### src/rtl/irq_source_arbiter.sv
// irq_source_arbiter
// Collects interrupt lines from peripherals, latches them as pending, and
// forwards one at a time (lowest index first) to the core interrupt
// controller on a single request line. The request is held until the
// controller signals return-from-interrupt. The served source then gets a
// one-cycle acknowledge, and its pending bit is cleared.
module irq_source_arbiter #(
   parameter int                 N_SRC    = 16,
   parameter logic [N_SRC-1:0]   EDGE_SRC = {N_SRC{1'b1}}
) (
   input  logic                       clk_i,
   input  logic                       rst_i,
   input  logic [N_SRC-1:0]           src_irq_i,
   input  logic [N_SRC-1:0]           src_en_i,
   input  logic                       irq_ret_i,
   output logic                       irq_req_o,
   output logic [$clog2(N_SRC)-1:0]   irq_id_o,
   output logic [N_SRC-1:0]           src_ack_o,
   output logic [N_SRC-1:0]           pending_o
);

   localparam int ID_W = $clog2(N_SRC);

   typedef enum logic [1:0] {
      ST_IDLE = 2'd0,
      ST_REQ  = 2'd1,
      ST_ACK  = 2'd2
   } state_t;

   state_t              state_q, state_d;
   logic [N_SRC-1:0]    pending_q, pending_d;
   logic [N_SRC-1:0]    src_prev_q;
   logic [ID_W-1:0]     irq_id_q, irq_id_d;

   logic [N_SRC-1:0]    set_vec;
   logic [N_SRC-1:0]    clr_vec;
   logic [N_SRC-1:0]    served_oh;
   logic [N_SRC-1:0]    eligible;
   logic                any_eligible;
   logic [ID_W-1:0]     win_id;

   // Per-source detection: rising edge against the history register, or the
   // raw line for level sources. Also decode the served id to one-hot.
   genvar gi;
   generate
      for (gi = 0; gi < N_SRC; gi = gi + 1) begin : g_src
         if (EDGE_SRC[gi]) begin : g_edge
            assign set_vec[gi] = src_irq_i[gi] & ~src_prev_q[gi];
         end else begin : g_level
            assign set_vec[gi] = src_irq_i[gi];
         end
         assign served_oh[gi] = (irq_id_q == ID_W'(gi));
      end
   endgenerate

   // Pending stays latched whether or not the source is enabled; the enable
   // only gates eligibility for arbitration.
   assign eligible     = pending_q & src_en_i;
   assign any_eligible = |eligible;

   // Fixed priority: lowest eligible index wins. The loop runs downward so
   // the last assignment to take effect is the lowest index.
   always_comb begin
      win_id = '0;
      for (int i = N_SRC - 1; i >= 0; i--) begin
         if (eligible[i]) begin
            win_id = ID_W'(i);
         end
      end
   end

   // Clear mask applies only in the acknowledge cycle.
   assign clr_vec = (state_q == ST_ACK) ? served_oh : '0;

   // A new set in the same cycle as the clear takes priority, so a source
   // that re-fires during its own acknowledge is served again.
   assign pending_d = (pending_q & ~clr_vec) | set_vec;

   // State register.
   always_ff @(posedge clk_i) begin
      if (!rst_i) begin
         state_q <= ST_IDLE;
      end else begin
         state_q <= state_d;
      end
   end

   // Datapath registers: edge history, pending latch and served id.
   always_ff @(posedge clk_i) begin
      if (!rst_i) begin
         src_prev_q <= '0;
         pending_q  <= '0;
         irq_id_q   <= '0;
      end else begin
         src_prev_q <= src_irq_i;
         pending_q  <= pending_d;
         irq_id_q   <= irq_id_d;
      end
   end

   // Next-state logic. The served id is captured only when leaving IDLE;
   // it stays frozen through REQ and ACK.
   always_comb begin
      state_d  = state_q;
      irq_id_d = irq_id_q;
      unique case (state_q)
         ST_IDLE: begin
            if (any_eligible) begin
               irq_id_d = win_id;
               state_d  = ST_REQ;
            end
         end
         ST_REQ: begin
            if (irq_ret_i) begin
               state_d = ST_ACK;
            end
         end
         ST_ACK: begin
            state_d = ST_IDLE;
         end
         default: begin
            state_d = ST_IDLE;
         end
      endcase
   end

   // Moore outputs derived from the registered state only.
   always_comb begin
      irq_req_o = 1'b0;
      src_ack_o = '0;
      unique case (state_q)
         ST_REQ:  irq_req_o = 1'b1;
         ST_ACK:  src_ack_o = served_oh;
         default: begin
            irq_req_o = 1'b0;
            src_ack_o = '0;
         end
      endcase
   end

   assign irq_id_o  = irq_id_q;
   assign pending_o = pending_q;

endmodule
### config.mk
export PLATFORM = sky130hd
export DESIGN_NAME = irq_source_arbiter
export DESIGN_NICKNAME = d
export VERILOG_FILES = /design/src/rtl/irq_source_arbiter.sv
export SDC_FILE = /design/constraint.sdc
export NUM_CORES = 1
export LEC_CHECK = 0
export CORE_ASPECT_RATIO = 0.75
export CORE_UTILIZATION = 41
export CTS_CLUSTER_SIZE = 40
export DETAILED_ROUTE_END_ITERATION = 6
export GPL_TIMING_DRIVEN = 1
export PLACE_DENSITY = 0.76
export SETUP_SLACK_MARGIN = 0.5
export SYNTH_ARGS = -nofsm -noshare
export SYNTH_HDL_FRONTEND = slang
export SYNTH_SLANG_ARGS = --single-unit
### constraint.sdc
create_clock -name clk_i -period 1.9 [get_ports clk_i]
set_input_delay 0.19 -clock clk_i [delete_from_list [all_inputs] [get_ports clk_i]]
set_output_delay 0.19 -clock clk_i [all_outputs]
set_load 0.005 [all_outputs]
Yosys cells after proc, flatten, opt, wreduce, memory -nomap -nowiden
Cells that the tools add are included.

operators by class
  bitwise logic cells = 36
  muxes and demuxes = 21
  reductions and logical operators = 5
  eq/ne operators = 19

operators with widths
  cell                  number
  $mux W4               16
  $and A16 B16 Y16      2
  $eq A4 B4 Y1 const B  8
  $and A1 B1 Y1         16
  $eq A4 B3 Y1 const B  4
  $mux W16              1
  $not A1 Y1            16
  $not A16 Y16          1
  $or A16 B16 Y16       1
  $reduce_or A16 Y1     1
  $eq A4 B2 Y1 const B  2
  $eq A4 B1 Y1 const B  1
  $logic_not A4 Y1      1
  $mux W2               2
  $ne A2 B2 Y1 const B  2
  $pmux W2 S2           1
  $reduce_and A2 Y1     2
  $eq A2 B1 Y1 const B  1
  $eq A2 B2 Y1 const B  1
  $logic_not A2 Y1      1
  $mux W1               1

storage, ports and cells
  bits in registers = 38
  bits of input ports = 35

Longest topological paths before layout
  depth after elaboration = 17
  depth in mapped cells = 6
  mapped depth without buffers = 5

Least setup slack after synthesis
OpenSTA, ideal clock, no wires.

  kind = register -> register
  start point = register state_q[0]
  end point = register pending_q[0] (netlist: pending_o[0])
  library setup time = 0.132 ns
  clock period less this slack = 1.354 ns
  path slack = 0.546 ns
  path buffers = 1
  arrival = 1.222 ns
  stages on the path, launching flop included = 7
  required time = 1.768 ns
  cell sequence = dfxtp_1 nand2b_1 or3_1 buf_6 nor3_4 nand2b_1 a21oi_1

on the way
  longest elaborated chain between the ends = 5

ends and longest elaborated chain
  item                    line  RTL
  from (decl)             30    state_t state_q, state_d;
  from (signal assigned)  84    state_q <= state_d;
  $eq A2 B2 Y1            n/a
  $mux W16                n/a
  net src_ack_o[0]        18    output logic [N_SRC-1:0] src_ack_o,
  $not A16 Y16            77    assign pending_d = (pending_q & ~clr_vec) | set_vec;
  $and A16 B16 Y16        77
  $or A16 B16 Y16         77
  to (signal assigned)    96    pending_q <= pending_d;
  to (decl)               31    logic [N_SRC-1:0] pending_q, pending_d;

The timed path passes the listed nets, and every way through them passes these cells.
A chain may end at the register's enable or synchronous reset.

Worst setup path after layout
  start point = register state_q[0]
  end point = output src_ack_o[12]

on the way
  longest elaborated chain between the ends = 2

ends and longest elaborated chain
  item          line  RTL
  $eq A2 B2 Y1  131   unique case (state_q)
  $mux W16      131
  to (decl)     18

No other way between the ends.

==> results.py <==
metrics = {
    "cells_and_area": {
        "number_of_nets_in_the_finished_design": 338,
        "final_core_util": 0.792,
        "synthToLayoutAreaGrowth_pct": 81.3,
        "instances_no_fill": 355,
        "filler_cell_count": 255,
        "multi_input_area_um2": 1020,
        "num_antenna_cells": 0,
        "layout-drive-gt1-share": 0.376,
        "final-seq-area_um2": 810,
    },
    "global_route": {
        "antenna_found_initial": 0,
        "grt_max_degree": 21,
        "first_pass_grt_wire_length_um": 8080,
        "global_route.overflow_total": 0,
        "grt_pass1_vias": 1695,
        "track_usage": 0.257,
    },
    "timing": {
        "worst_slew_pin_slew_ns": 0.703,
        "min_period_ns": 1.73,
        "fin_crit_sh": 0.910,
        "setup_slack_ns": 0.171,
        "slew-limit-headroom": 0.531,
        "clock_skew_ns": 0.00790,
        "final_slew_viol_count": 0,
        "setup-violations-final": 0,
        "setup_tns_ns": 0,
        "timing_hold_violations_final": 0,
        "achievable-frequency_mhz": 578,
        "setup_repair_after_global_routing_missed_its_margin": "true",
    },
    "floorplan": {
        "design.portCount": 72,
        "die_width_um": 75.1,
        "initial_utilization": 0.437,
        "fp.dieH_um": 56.8,
        "placement_rows": 19,
        "floorplan.core_area_um2": 3760,
        "dieArea_um2": 4260,
    },
    "outcome": {
        "outcome": "complete, no violations",
    },
    "clock_tree": {
        "worst_setup_hold_path_clk_slew_ns": 0.08,
        "worst_skew_pair.late_latency_ns": 0.29,
        "cts_tree": "done",
        "cts-root-buf": "sky130_fd_sc_hd__clkbuf_8",
        "cts_buffer_depth": 2,
        "clock_sinks": 38,
        "htree_levels": 2,
        "cts_hold_buf": 0,
        "tritoncts.num_buffers": 5,
    },
    "synth": {
        "syn-mean-instance-area_um2": 8.46,
        "seq_area_frac_synth": 0.463,
        "synth-main-ff-cell": "sky130_fd_sc_hd__dfxtp_1",
        "unique_masters_post_synth": 33,
        "synthCells": 194,
        "syn-num-nets": 229,
        "synthesis.yosys.warnings": 0,
        "post_synth_main_area_contributors": "sky130_fd_sc_hd__dfxtp_1 (46%), sky130_fd_sc_hd__nand2b_1 (8.0%), sky130_fd_sc_hd__a21oi_1 (6.1%)",
        "synth-edff-count": 0,
        "synth_common_cells": "sky130_fd_sc_hd__dfxtp_1 (38), sky130_fd_sc_hd__nand2b_1 (21), sky130_fd_sc_hd__a21oi_1 (20), sky130_fd_sc_hd__nand2_1 (18)",
        "ys_ff_latch": 38,
        "yosys.area.top_type_share": 0.463,
        "synthArstFlopShare": 0,
        "yosysTopAreaCell": "sky130_fd_sc_hd__dfxtp_1",
        "synthesis.area_um2": 1640,
        "synth.most_common_cell": "sky130_fd_sc_hd__dfxtp_1",
    },
    "setup_path": {
        "reg2reg_from": "state_q[0]$_SDFFE_PN0P_",
        "worst-endpoint-required_ns": 1.71,
        "r2r.worst_path.cells": 7,
        "worstReg2RegEnd": "pending_o[4]$_SDFF_PN0_",
        "rrSetupSlack_ns": 0.36,
        "criticalPathCategory": "flop to output pin",
        "startpoint_type": "flop",
        "end_kind": "output pin",
        "worstPathArrival_ns": 1.54,
        "critical_path_peak_fanout": 4,
    },
    "power_and_ir_drop": {
        "totalPowerFinal_mw": 1.97,
        "power.static_leakage_nw": 1.23,
        "pwr_density_cell_nw_per_um2": 661,
        "vdd_drop_max_mv": 0.570,
    },
    "placement": {
        "dp_hpwl_um": 3590,
        "port_buffers": 71,
        "gp_routability_congestion": 0.810,
        "pre_cts_ws_ns": 0.0881,
        "number_of_placed_cells_counting_well_taps": 320,
    },
    "routing": {
        "detail_route.iter0.violations": 163,
        "drt_drc_violations_left": 0,
        "vias": 1905,
        "dr.pass1.iters": 4,
        "detail_route.wirelength_um": 6010,
        "ant_nets": 0,
        "routed_wire_length_per_instance_um": 16.9,
        "vias_per_inst": 5.37,
    },
    "hold_path": {
        "hold_path.class": "flop to flop",
        "start_point_of_the_worst_min_delay_path": "src_prev_q[7]$_SDFF_PN0_",
        "timing.hold.worst_endpoint": "pending_o[7]$_SDFF_PN0_",
        "min_path_cells": 2,
    },
    "job": {
        "cap_violations": 0,
    },
}
-- cells in the final DEF (no fill, tap or decap), drive strengths merged, types with 2 or more instances in the layout --
cell type | netlist | layout
nand2 | 18 | 18
a22oi | 8 | 8
clkdlybuf4s50 | 0 | 46
nor2 | 16 | 16
nand3 | 4 | 4
dfxtp | 38 | 38
nor3 | 6 | 6
nand4 | 3 | 3
nand2b | 21 | 21
clkbuf | 4 | 8
buf | 3 | 48
a22o | 2 | 2
o21ai | 17 | 17
o31ai | 4 | 4
dlygate4sd2 | 0 | 8
a21oi | 20 | 20
and2 | 16 | 16
dlymetal6s2s | 0 | 4
clkdlybuf4s15 | 0 | 2
-- cell families after synthesis --
logic type / Yosys count / share of synthesized area
DFF: 38 / 0.463
buffers and inverters: 8 / 0.0244
and+or+nand+nor: 89 / 0.289
AOI/OAI and AO/OA: 59 / 0.223
-- power breakdown --
group,switching [mW],internal (mW)
clock,0.271,0.253
sequential,0.0643,0.861
combinational,0.229,0.290
-- registers in the layout, summed over array words and instances, names as in the netlist --
register    flops
irq_id_o        4
state_q         2
src_prev_q     16
pending_o      16
-- metal layers --
layer | global-route usage | wire (um)
met1 | 0.352 | 2620
met2 | 0.396 | 2880
met3 | 0.0628 | 442
met4 | 0.0755 | 70
met5 | 0 | 0
-- critical path: stages, from the launching register on --
cell,delay [ns]
sky130_fd_sc_hd__dfxtp_2,0.33
sky130_fd_sc_hd__nand2b_4,0.14
sky130_fd_sc_hd__or3_4,0.37
sky130_fd_sc_hd__buf_4,0.16
sky130_fd_sc_hd__nor2_2,0.11
sky130_fd_sc_hd__buf_2,0.14
-- stage by stage --
step	area, um^2	hold WS (ns)
6_report	2980	0.471
5_1_grt	2980	0.490
4_1_cts	2740	0.469
3_5_place_dp	2460	0.478
2_1_floorplan	1640	0.312
3_3_place_gp	2460	0.471
-- cell type report --
| class | instances | share of cell area |
|---|---|---|
| Clock buffer | 7 | 0.0256 |
| Sequential cell | 38 | 0.272 |
| Multi-Input combinational cell | 148 | 0.342 |
| Inverter | 1 | 0.00126 |
| Tap cell | 52 | 0.0219 |
| Timing Repair Buffer | 109 | 0.337 |
-- how the worst max path moves through the flow --
stage	start	to	depth (start not counted)
final	state_q[0]$_SDFFE_PN0P_	src_ack_o[12]	5
after global routing	state_q[0]$_SDFFE_PN0P_	src_ack_o[1]	6
after CTS	state_q[0]$_SDFFE_PN0P_	src_ack_o[7]	7
after detailed placement	state_q[0]$_SDFFE_PN0P_	src_ack_o[0]	4
after global placement	state_q[0]$_SDFFE_PN0P_	src_ack_o[0]	4
after floorplan	state_q[0]$_SDFFE_PN0P_	pending_o[0]$_SDFF_PN0_	6
-- repair_timing --
| item | 4_1_cts | 5_1_grt |
|---|---|---|
| setup buffers | 19 | 9 |
| gates resized for setup | 92 | 62 |
| cloned | 0 | 0 |
| setup endpoints to repair | 31 | 47 |
| pin swaps | 13 | 23 |
(Power assumes the default switching activity.)
